File: src/rtl/serial_adder_pkg.sv
// -----------------------------------------------------------------------------
// serial_adder_pkg
//   Shared definitions for the bit-serial adder: the FSM state encoding and the
//   state enum built on top of it.
//   Configuration macro used by the block: SERIAL_ADDER_SUB_EN (subtract mode).
// -----------------------------------------------------------------------------
package serial_adder_pkg;

    // State encodings kept as named constants so the enum and any debug
    // tooling agree on the raw values.
    localparam logic [1:0] ST_IDLE_ENC = 2'b00;
    localparam logic [1:0] ST_RUN_ENC  = 2'b01;
    localparam logic [1:0] ST_DONE_ENC = 2'b10;

    typedef enum logic [1:0] {
        ST_IDLE = ST_IDLE_ENC,
        ST_RUN  = ST_RUN_ENC,
        ST_DONE = ST_DONE_ENC
    } state_t;

    // Width of the bit counter: one bit wider than needed to index WIDTH bits,
    // so the count can reach WIDTH without wrapping.
    function automatic int cnt_width(input int width);
        return $clog2(width) + 1;
    endfunction

endpackage

File: src/rtl/serial_adder_fa_cell.sv
// -----------------------------------------------------------------------------
// fa_cell
//   Combinational 1-bit full adder.
//   Ports:
//     a, b   : addend bits
//     cin    : carry in
//     s      : sum bit
//     cout   : carry out
// -----------------------------------------------------------------------------
module fa_cell (
    input  logic a,
    input  logic b,
    input  logic cin,
    output logic s,
    output logic cout
);

    assign s    = a ^ b ^ cin;
    assign cout = (a & b) | (a & cin) | (b & cin);

endmodule

File: src/rtl/serial_adder.sv
// -----------------------------------------------------------------------------
// serial_adder
//   Bit-serial adder: operands are shifted LSB first through a single full
//   adder cell with a registered carry, one bit per clock. A WIDTH-bit
//   operation takes WIDTH cycles in RUN followed by a one-cycle DONE.
//
//   Optional feature: define SERIAL_ADDER_SUB_EN to add the `sub` port. With
//   sub=1 at acceptance, B is inverted and the carry preloads 1 so the same
//   datapath produces a-b; cout=1 then means "no borrow".
//
//   Ports:
//     clk    : clock, rising edge
//     rst    : asynchronous reset, active low
//     start  : request; accepted in IDLE or DONE
//     a, b   : operands (WIDTH bits)
//     sub    : 0=add, 1=subtract (SERIAL_ADDER_SUB_EN only)
//     busy   : high while in RUN
//     done   : one-cycle pulse when a result completes
//     sum    : last completed result
//     cout   : carry-out of last completed result
// -----------------------------------------------------------------------------
module serial_adder
    import serial_adder_pkg::*;
#(
    parameter int WIDTH = 8
) (
    input  logic             clk,
    input  logic             rst,
    input  logic             start,
    input  logic [WIDTH-1:0] a,
    input  logic [WIDTH-1:0] b,
`ifdef SERIAL_ADDER_SUB_EN
    input  logic             sub,
`endif
    output logic             busy,
    output logic             done,
    output logic [WIDTH-1:0] sum,
    output logic             cout
);

    localparam int               CW   = cnt_width(WIDTH);
    localparam logic [CW-1:0]    LAST = CW'(WIDTH - 1);

    state_t           state_q;
    logic [WIDTH-1:0] a_sh_q;
    logic [WIDTH-1:0] b_sh_q;
    logic [WIDTH-1:0] res_sh_q;
    logic [WIDTH-1:0] sum_q;
    logic [CW-1:0]    cnt_q;
    logic             carry_q;
    logic             cout_q;
    logic             busy_q;
    logic             done_q;

    logic             fa_s;
    logic             fa_c;
    logic             sub_w;
    logic [WIDTH-1:0] b_load_d;
    logic [WIDTH-1:0] res_d;

`ifdef SERIAL_ADDER_SUB_EN
    assign sub_w = sub;
`else
    assign sub_w = 1'b0;
`endif

    // Subtraction is a + ~b + 1: invert B on load, preload carry with sub_w.
    assign b_load_d = sub_w ? ~b : b;

    // Result bits enter at the MSB and walk down; after WIDTH shifts the
    // first (LSB) result bit sits at bit 0.
    assign res_d = {fa_s, res_sh_q[WIDTH-1:1]};

    fa_cell u_fa (
        .a    (a_sh_q[0]),
        .b    (b_sh_q[0]),
        .cin  (carry_q),
        .s    (fa_s),
        .cout (fa_c)
    );

    always_ff @(posedge clk or negedge rst) begin
        if (!rst) begin
            state_q  <= ST_IDLE;
            a_sh_q   <= '0;
            b_sh_q   <= '0;
            res_sh_q <= '0;
            sum_q    <= '0;
            cnt_q    <= '0;
            carry_q  <= 1'b0;
            cout_q   <= 1'b0;
            busy_q   <= 1'b0;
            done_q   <= 1'b0;
        end else begin
            case (state_q)
                ST_IDLE, ST_DONE: begin
                    if (start) begin
                        a_sh_q   <= a;
                        b_sh_q   <= b_load_d;
                        res_sh_q <= '0;
                        carry_q  <= sub_w;
                        cnt_q    <= '0;
                        state_q  <= ST_RUN;
                        busy_q   <= 1'b1;
                    end else begin
                        state_q  <= ST_IDLE;
                        busy_q   <= 1'b0;
                    end
                    done_q <= 1'b0;
                end
                ST_RUN: begin
                    // start is deliberately ignored here; shift state only.
                    a_sh_q   <= a_sh_q >> 1;
                    b_sh_q   <= b_sh_q >> 1;
                    res_sh_q <= res_d;
                    carry_q  <= fa_c;
                    cnt_q    <= cnt_q + CW'(1);
                    if (cnt_q == LAST) begin
                        // Publish result only on the edge into DONE so sum/cout
                        // hold steady during any following RUN.
                        sum_q   <= res_d;
                        cout_q  <= fa_c;
                        state_q <= ST_DONE;
                        busy_q  <= 1'b0;
                        done_q  <= 1'b1;
                    end
                end
                default: begin
                    state_q <= ST_IDLE;
                    busy_q  <= 1'b0;
                    done_q  <= 1'b0;
                end
            endcase
        end
    end

    assign busy = busy_q;
    assign done = done_q;
    assign sum  = sum_q;
    assign cout = cout_q;

endmodule

File: config.mk
export PLATFORM = sky130hd
export DESIGN_NAME = serial_adder
export DESIGN_NICKNAME = d
export VERILOG_FILES = /design/src/rtl/serial_adder_pkg.sv /design/src/rtl/serial_adder_fa_cell.sv /design/src/rtl/serial_adder.sv
export SDC_FILE = /design/constraint.sdc
export NUM_CORES = 1
export LEC_CHECK = 0
export CELL_PAD_IN_SITES_DETAIL_PLACEMENT = 0
export CELL_PAD_IN_SITES_GLOBAL_PLACEMENT = 1
export CORE_MARGIN = 4
export CORE_UTILIZATION = 54
export CTS_BUF_LIST = sky130_fd_sc_hd__clkbuf_16
export DETAILED_ROUTE_END_ITERATION = 7
export DONT_BUFFER_PORTS = 1
export PLACE_DENSITY = 0.84
export SLEW_MARGIN = 40
export SYNTH_ARGS = -nofsm -noshare
export SYNTH_HDL_FRONTEND = slang
export SYNTH_HIERARCHICAL = 1
export SYNTH_SLANG_ARGS = --single-unit
File: constraint.sdc
create_clock -name clk -period 4.05 [get_ports clk]
set_input_delay 0.81 -clock clk [delete_from_list [all_inputs] [get_ports clk]]
set_output_delay 0.81 -clock clk [all_outputs]
set_load 0.05 [all_outputs]
## After elaboration in Yosys (flattened, before gate mapping)

Cells that the tools add are included.

- Memory bits (writable): 0
- ROM bits: 0
- Word-level logic and storage cells: 46
- Output and inout bits: 11
- Register bits after elaboration: 42
- Input bits: 19
- Latch bits: 0
- Memories: 0

- Multipliers: 0
- $add $sub $neg: 1
- Shift operators: 0
- Reductions and logical operators: 5
- Eq/ne operators: 5
- Magnitude comparators: 0
- Bitwise gates (word level): 7
- Mux-type cells: 18
- Divide/modulo/power cells: 0

Operator list:

| operator | count |
|---|---|
| one-hot mux 8 bit (2 select lines) | 3 |
| 2-to-1 mux 8 bit | 3 |
| one-hot mux 4 bit (2 select lines) | 1 |
| 2-to-1 mux 1 bit | 6 |
| adder 4 x 1 -> 4 bit (second input constant) | 1 |
| equality test 4 x 3 -> 1 bit (second input constant) | 1 |
| 2-to-1 mux 4 bit | 1 |
| inequality test 2 bit (second input constant) | 2 |
| one-hot mux 1 bit (2 select lines) | 2 |
| one-hot mux 2 bit (2 select lines) | 1 |
| AND reduction 2 bit | 2 |
| AND 1 bit | 3 |
| equality test 2 x 1 -> 1 bit (second input constant) | 1 |
| equality test 2 bit (second input constant) | 1 |
| logical NOT 2 bit | 1 |
| 2-to-1 mux 2 bit | 1 |
| bitwise OR 1 bit | 2 |
| nonzero test 2 bit | 1 |
| OR reduction 2 bit | 1 |
| bitwise XOR 1 bit | 2 |

## Longest topological paths before layout

Gate-level depths: netlist of run 1.

- Word-level depth: 4
- Mapped depth: 5
- Gate-level depth less buffers: 4

## Cells and area by module

Netlist of run 1, hierarchy kept.

Modules (own cells, without submodules):

| module | seq. area each (um2) | cells an instance | instances | area each (um2) |
|---|---|---|---|---|
| serial_adder | 1,001.0 | 111 | 1 | 1,675.4 |
| fa_cell | 0.0 | 1 | 1 | 20.0 |

## Least setup slack after synthesis of run 1

Ideal clock, no wire load.

- Path type: input to register
- Start point: input start
- End point: register cnt_q[2]
- Cell stages on the path: 4
- Buffers on the path: 1
- Setup slack: 2.432 ns
- Library setup time: 0.121 ns
- Arrival: 1.497 ns
- Required time: 3.929 ns
- Cells stage by stage: nor2b_2 buf_2 mux2i_1 a22o_1

- Word-level cells in the longest chain between the ends: 2

RTL lines:

| item | line | RTL |
|---|---|---|
| from (decl) | serial_adder.sv:29 | `input logic start,` |
| inequality test 2 bit (no line) | - |  |
| AND reduction 2 bit (no line) | - |  |
| to (signal assigned) | serial_adder.sv:117 | `cnt_q <= cnt_q + CW'(1);` |
| to (decl) | serial_adder.sv:49 | `logic [CW-1:0] cnt_q;` |

No other way between the ends.
A chain may end at the register's enable or synchronous reset.

==> results.py, run 1 <==
metrics = {
    "setup_path": {
        "rr_worst_depth": 3,
        "worst_r2r_endpoint": "cnt_q[0]$_DFFE_PN0P_",
        "worstSetupStartpoint": "done$_DFFE_PN0P_",
        "timing.rr.start": "done$_DFFE_PN0P_",
        "cp.arrival_ns": 2.14,
        "startpoint_type": "flip-flop",
        "crit_end": "cnt_q[0]$_DFFE_PN0P_",
        "r2r_setup_slack_ns": 2.07,
        "endpoint_kind": "flip-flop",
        "worst_ep_required_time_ns": 4.21,
        "crit_type": "flip-flop to flip-flop",
        "critPathMaxFanout": 30,
    },
    "cts": {
        "cts-resized-gates": 0,
        "cts_buffers": 5,
        "clock_latency_ns": 0.27,
        "cts_sinks": 40,
        "clk_path_buf_depth": 2,
        "ctsHoldBuffers": 0,
        "cts_tree": "yes",
        "clk_pin_slew_ns": 0.05,
        "post_cts.repair.setup_buffers": 0,
        "htreeDepth": 2,
        "cts_root_buf": "clkbuf_16",
    },
    "placement": {
        "io_buffers": 0,
        "dp_hpwl_mm": 1.86,
        "finalWeightedCongestion": 0.706,
    },
    "synthesis": {
        "synth_edf_count": 0,
        "synth_xor_area_frac": 0,
        "post_synth_num_cell_types": 21,
        "synth_seq_cells": 40,
        "synth-simple-area-share": 0.0517,
        "avgSynthCellArea_sq_um": 15.1,
        "synth_top_family_by_area": "compound AO/OA/AOI/OAI gates",
        "synth_compound_area_frac": 0.207,
        "synth_fp_nets": 133,
        "synth-adder-area-share": 0.0192,
        "syn_area_sq_um": 1700,
        "seq_area_frac_synth": 0.590,
        "netlist_instances": 112,
        "synth_ff_type": "dfrtp_1",
        "async_flop_share": 1.00,
        "yosys-mux-area-fraction": 0.0982,
        "yosysWarnings": 6,
    },
    "timing": {
        "finalSetupTns_ns": 0,
        "finalHoldViolCount": 0,
        "worst_slew_pin_slew_ns": 0.681,
        "skew_ns": 0.00177,
        "finalSetupViolCount": 0,
        "rsz0062_at_grt": "no",
        "final.period_utilization": 0.489,
        "slew_headroom": 0.545,
        "slew_violations": 0,
        "fin_crit_ns": 1.98,
        "fmax_mhz": 505,
    },
    "floorplan": {
        "dieArea_sq_um": 4100,
        "fp-row-count": 20,
        "die_width_um": 64.0,
        "pin_count": 30,
        "core-area_sq_um": 3030,
        "initial_core_util": 0.560,
        "fp.dieH_um": 64.0,
    },
    "power": {
        "switching_share": 0.365,
        "power.switching_w": 0.000625,
        "pwr-share-seq": 0.494,
        "power_frac_clock": 0.208,
        "irDropWorstVdd_v": 0.000476,
        "combPwrFrac": 0.298,
        "power_density_nw_per_um2": 931,
        "p_leak_nw": 0.956,
        "p_int_w": 0.00109,
        "finalPower_w": 0.00171,
    },
    "detailed_routing": {
        "post_drt_wl_per_cell_um": 17.7,
        "drc_errors": 0,
        "wl_mm": 2.76,
        "drt_iter0_markers": 43,
        "first_pass_iters": 4,
        "vias": 938,
        "ant_nets": 0,
        "avgViaCountPerCell": 6.01,
    },
    "finish": {
        "fill_cells": 233,
        "n_antenna_cell": 0,
        "layout_common_cells": "40 x dfrtp_1, 26 x a22o_1, 14 x a21o_1",
        "drive_gt1_frac": 0.205,
        "syn_to_final_growth_pct": 8.56,
        "fin_nets": 132,
        "mostFrequentLayoutCell": "dfrtp_1",
    },
    "grt": {
        "grt_antenna_before_repair": 0,
        "grt_usage": 0.152,
        "grt_pass1_vias": 1030,
        "grt_pass1_wl_mm": 4.80,
        "grt-ovfl-total": 0,
        "grt_max_degree": 41,
    },
    "run_status": {
        "status": "completed",
    },
    "job": {
        "drv_cap": 0,
    },
    "worst_hold_path": {
        "hp-class": "input port to asynchronous set/reset pin",
    },
}
[cell usage after synthesis (2+ instances only)]
| master | number | area, sq um |
|---|---|---|
| dfrtp_1 | 40 | 1000 |
| a22o_1 | 26 | 228 |
| a21o_1 | 14 | 105 |
| mux2_4 | 9 | 135 |
| buf_2 | 4 | 20.0 |
| buf_4 | 2 | 15.0 |
| buf_6 | 2 | 22.5 |
| mux2i_1 | 2 | 20.0 |
[worst min path at each step]
stage | cells after the start | to | start
floorplan | 1 | cnt_q[3]$_DFFE_PN0P_ | cnt_q[3]$_DFFE_PN0P_
global placement | 1 | a_sh_q[2]$_DFFE_PN0P_ | a_sh_q[2]$_DFFE_PN0P_
detailed placement | 1 | a_sh_q[5]$_DFFE_PN0P_ | a_sh_q[5]$_DFFE_PN0P_
CTS | 0 | busy$_DFFE_PN0P_ | rst
global route | 0 | a_sh_q[4]$_DFFE_PN0P_ | rst
finish | 0 | cnt_q[2]$_DFFE_PN0P_ | rst
[registers in the layout (all words and copies together), names as in the netlist]
register	cells
res_sh_q	7
carry_q	1
done	1
sum	8
busy	1
cnt_q	4
a_sh_q	8
state_q	1
b_sh_q	8
cout	1
[per-stage QoR]
step | worst slack (ns) | area, sq um | utilization | instances | hold WS [ns]
3_5_place_dp | 1.80 | 1700 | 0.561 | 148 | 0.466
5_1_grt | 1.97 | 1840 | 0.608 | 156 | 0.211
4_1_cts | 2.04 | 1840 | 0.606 | 156 | 0.220
2_1_floorplan | 2.43 | 1700 | - | 112 | 0.447
3_3_place_gp | 1.87 | 1690 | 0.559 | 148 | 0.460
6_report | 2.07 | 1840 | 0.608 | 156 | 0.227
[critical path: stages, from the launching register on]
cell     delay, ns
dfrtp_1       0.61
nor2b_4       0.66
nor2_4        0.26
mux2_2        0.33
[area by class of cell]
cell class / count / area [sq um] / area share
multi-input cells: 64 / 648 / 0.352
clock buffers: 5 / 125 / 0.0680
clock inverters: 3 / 11.3 / 0.00612
well taps: 44 / 55.1 / 0.0299
flip-flops and latches: 40 / 1000 / 0.544
[power by group through the flow]
stage               registers (W)  logic [W]  clock network [W]
global route             0.000871   0.000565           0.000387
floorplan                0.000815   0.000479                  0
CTS                      0.000847   0.000519           0.000368
detailed placement       0.000854   0.000513                  0
global placement         0.000841   0.000485                  0
finish                   0.000847   0.000510           0.000356
[logic make-up (layout without fill, tap and decap cells)]
group / after synthesis / in the layout
and+or+nand+nor: 8 / 8
DFF: 40 / 40
AOI/OAI and AO/OA: 42 / 42
muxes: 12 / 12
buffers and inverters: 8 / 8
adders and majority gates: 2 / 2
[per-layer routing]
| metal | wire (um) | GRT usage |
|---|---|---|
| met2 | 1350 | 0.266 |
| met4 | 30 | 0.0404 |
| met1 | 1190 | 0.161 |
| met3 | 189 | 0.0738 |
| met5 | 0 | 0 |
Power figures use the tool's default switching activity.
==> inputs of run 2 (changes only) <==
--- a/config.mk
+++ b/config.mk
@@ -8,11 +8,11 @@
 export CELL_PAD_IN_SITES_DETAIL_PLACEMENT = 0
 export CELL_PAD_IN_SITES_GLOBAL_PLACEMENT = 1
 export CORE_MARGIN = 4
-export CORE_UTILIZATION = 54
+export CORE_UTILIZATION = 50
 export CTS_BUF_LIST = sky130_fd_sc_hd__clkbuf_16
 export DETAILED_ROUTE_END_ITERATION = 7
 export DONT_BUFFER_PORTS = 1
-export PLACE_DENSITY = 0.84
+export PLACE_DENSITY = 0.79
 export SLEW_MARGIN = 40
 export SYNTH_ARGS = -nofsm -noshare
 export SYNTH_HDL_FRONTEND = slang
==> constraint.sdc (replaced) <==
create_clock -name clk -period 2.1 [get_ports clk]
set_input_delay 0.42 -clock clk [delete_from_list [all_inputs] [get_ports clk]]
set_output_delay 0.42 -clock clk [all_outputs]
set_load 0.05 [all_outputs]
==> results.py, run 2 (synthesis gave the netlist of run 1 again) <==
metrics = {
    "finish": {
        "fin_nets": 138,
        "final_util": 0.596,
        "instances_no_fill": 159,
        "n_antenna_cell": 0,
        "fill_cells": 263,
        "layout_common_cells": "40 x dfrtp_1, 26 x a22o_1, 14 x a21o_1",
        "drive_gt1_frac": 0.243,
        "seqCellArea_sq_um": 1000,
        "syn_to_final_growth_pct": 10.8,
        "mostFrequentLayoutCell": "dfrtp_1",
        "multi_input_area_sq_um": 637,
        "final_area_sq_um": 1880,
    },
    "timing": {
        "fmax_mhz": 636,
        "finalHoldViolCount": 0,
        "rsz0062_at_grt": "no",
        "final.period_utilization": 0.748,
        "finalSetupViolCount": 0,
        "skew_ns": 0.00252,
        "finalSetupTns_ns": 0,
        "slew_headroom": 0.620,
        "slew_violations": 0,
        "fin_crit_ns": 1.57,
        "worst_slew_pin_slew_ns": 0.569,
    },
    "detailed_routing": {
        "post_drt_wl_per_cell_um": 17.8,
        "wl_mm": 2.83,
        "drc_errors": 0,
        "first_pass_iters": 3,
        "avgViaCountPerCell": 5.87,
        "ant_nets": 0,
        "drt_iter0_markers": 62,
        "vias": 934,
    },
    "setup_path": {
        "rr_worst_depth": 5,
        "r2r_setup_slack_ns": 0.53,
        "worst_ep_required_time_ns": 2.26,
        "cp.arrival_ns": 1.73,
        "timing.rr.start": "cnt_q[0]$_DFFE_PN0P_",
        "endpoint_kind": "flip-flop",
        "critPathMaxFanout": 10,
        "startpoint_type": "flip-flop",
        "worst_r2r_endpoint": "sum[4]$_DFFE_PN0P_",
        "crit_type": "flip-flop to flip-flop",
    },
    "power": {
        "p_leak_nw": 0.974,
        "irDropWorstVdd_v": 0.000752,
        "power_density_nw_per_um2": 1770,
    },
    "cts": {
        "cts_tree": "yes",
        "cts_sinks": 40,
        "clk_pin_slew_ns": 0.05,
        "clk_path_buf_depth": 2,
        "clock_latency_ns": 0.28,
        "cts_root_buf": "clkbuf_16",
        "htreeDepth": 2,
        "post_cts.repair.setup_buffers": 0,
        "cts_buffers": 5,
    },
    "floorplan": {
        "core-area_sq_um": 3150,
        "initial_core_util": 0.538,
        "die_width_um": 66.2,
        "fp-row-count": 20,
        "dieArea_sq_um": 4390,
        "fp.dieH_um": 66.2,
        "pin_count": 30,
    },
    "grt": {
        "grt_pass1_wl_mm": 4.80,
        "grt-ovfl-total": 0,
        "grt_use_met2": 0.243,
        "met1_usage": 0.164,
        "grt.met3_usage": 0.0782,
        "busiest_layer": "met2",
        "grt_max_degree": 41,
        "grt_antenna_before_repair": 0,
        "grt_pass1_vias": 1012,
        "grt_usage": 0.153,
    },
    "placement": {
        "dp_hpwl_mm": 1.76,
        "postPlaceCellArea_sq_um": 1720,
        "place_inst": 152,
        "io_buffers": 0,
        "finalWeightedCongestion": 0.698,
    },
    "worst_hold_path": {
        "hold_end": "b_sh_q[7]$_DFFE_PN0P_",
        "hp-class": "input port to flip-flop",
        "whs_path_depth": 1,
        "hp-start": "b[7]",
    },
    "run_status": {
        "status": "completed",
    },
    "job": {
        "drv_cap": 0,
    },
}
-- run 2: changes by cell type in the layout (fill, tap and decap cells not counted), sizes merged --
cell,before,now
inv,2,0
clkinv,1,0
buf,0,5
dlygate4sd3,0,1
-- run 2: final cells by class --
| type | count | share of cell area |
|---|---|---|
| multi-input combinational | 64 | 0.339 |
| timing repair buffer | 6 | 0.0320 |
| sequential | 40 | 0.533 |
| tap | 44 | 0.0293 |
| clock buffer | 5 | 0.0666 |
-- run 2: report_power, final --
part / leakage, nW / switching [W] / internal (W)
sequential: 0.510 / 0.000511 / 0.00110
combinational: 0.403 / 0.000445 / 0.000591
clock: 0.0616 / 0.000253 / 0.000419
-- run 2: worst max-delay path by stage --
| stage | cells after the start | from | slack, ns | to |
|---|---|---|---|---|
| after floorplan | 3 | done$_DFFE_PN0P_ | 0.66 | cout$_DFFE_PN0P_ |
| after global placement | 5 | cnt_q[0]$_DFFE_PN0P_ | 0.61 | cout$_DFFE_PN0P_ |
| after detailed placement | 5 | cnt_q[0]$_DFFE_PN0P_ | 0.53 | cout$_DFFE_PN0P_ |
| after CTS | 5 | cnt_q[0]$_DFFE_PN0P_ | 0.53 | sum[7]$_DFFE_PN0P_ |
| after global routing | 5 | cnt_q[0]$_DFFE_PN0P_ | 0.44 | sum[4]$_DFFE_PN0P_ |
| final | 5 | cnt_q[0]$_DFFE_PN0P_ | 0.53 | sum[4]$_DFFE_PN0P_ |
-- run 2: routing by layer --
| layer | routed length [um] | part of all wire | vias up |
|---|---|---|---|
| met2 | 1440 | 0.51 | 25 |
| met1 | 1170 | 0.41 | 481 |
| met5 | 0 | 0 | - |
| li1 | - | - | 423 |
| met4 | 62 | 0.022 | 0 |
| met3 | 163 | 0.058 | 5 |
-- run 2: worst max-delay path: stages, from the launching register on --
cell and delay, ns:
dfrtp_1 0.38, ha_1 0.25, nand3b_4 0.10, nor3b_2 0.15
buf_4 0.24, mux2_4 0.32
-- run 2: timing repair --
action	4_1_cts	5_1_grt
resized for setup	0	0
hold buffers	2	0
hold endpoints to repair	40	0
-- run 2: metrics by stage --
| step | power, W | setup slack, ns | hold WS (ns) |
|---|---|---|---|
| 2_1_floorplan | 0.00250 | 0.655 | 0.124 |
| 3_3_place_gp | 0.00260 | 0.610 | 0.126 |
| 3_5_place_dp | 0.00265 | 0.535 | 0.125 |
| 4_1_cts | 0.00336 | 0.530 | 0.278 |
| 5_1_grt | 0.00352 | 0.442 | 0.273 |
| 6_report | 0.00332 | 0.528 | 0.284 |
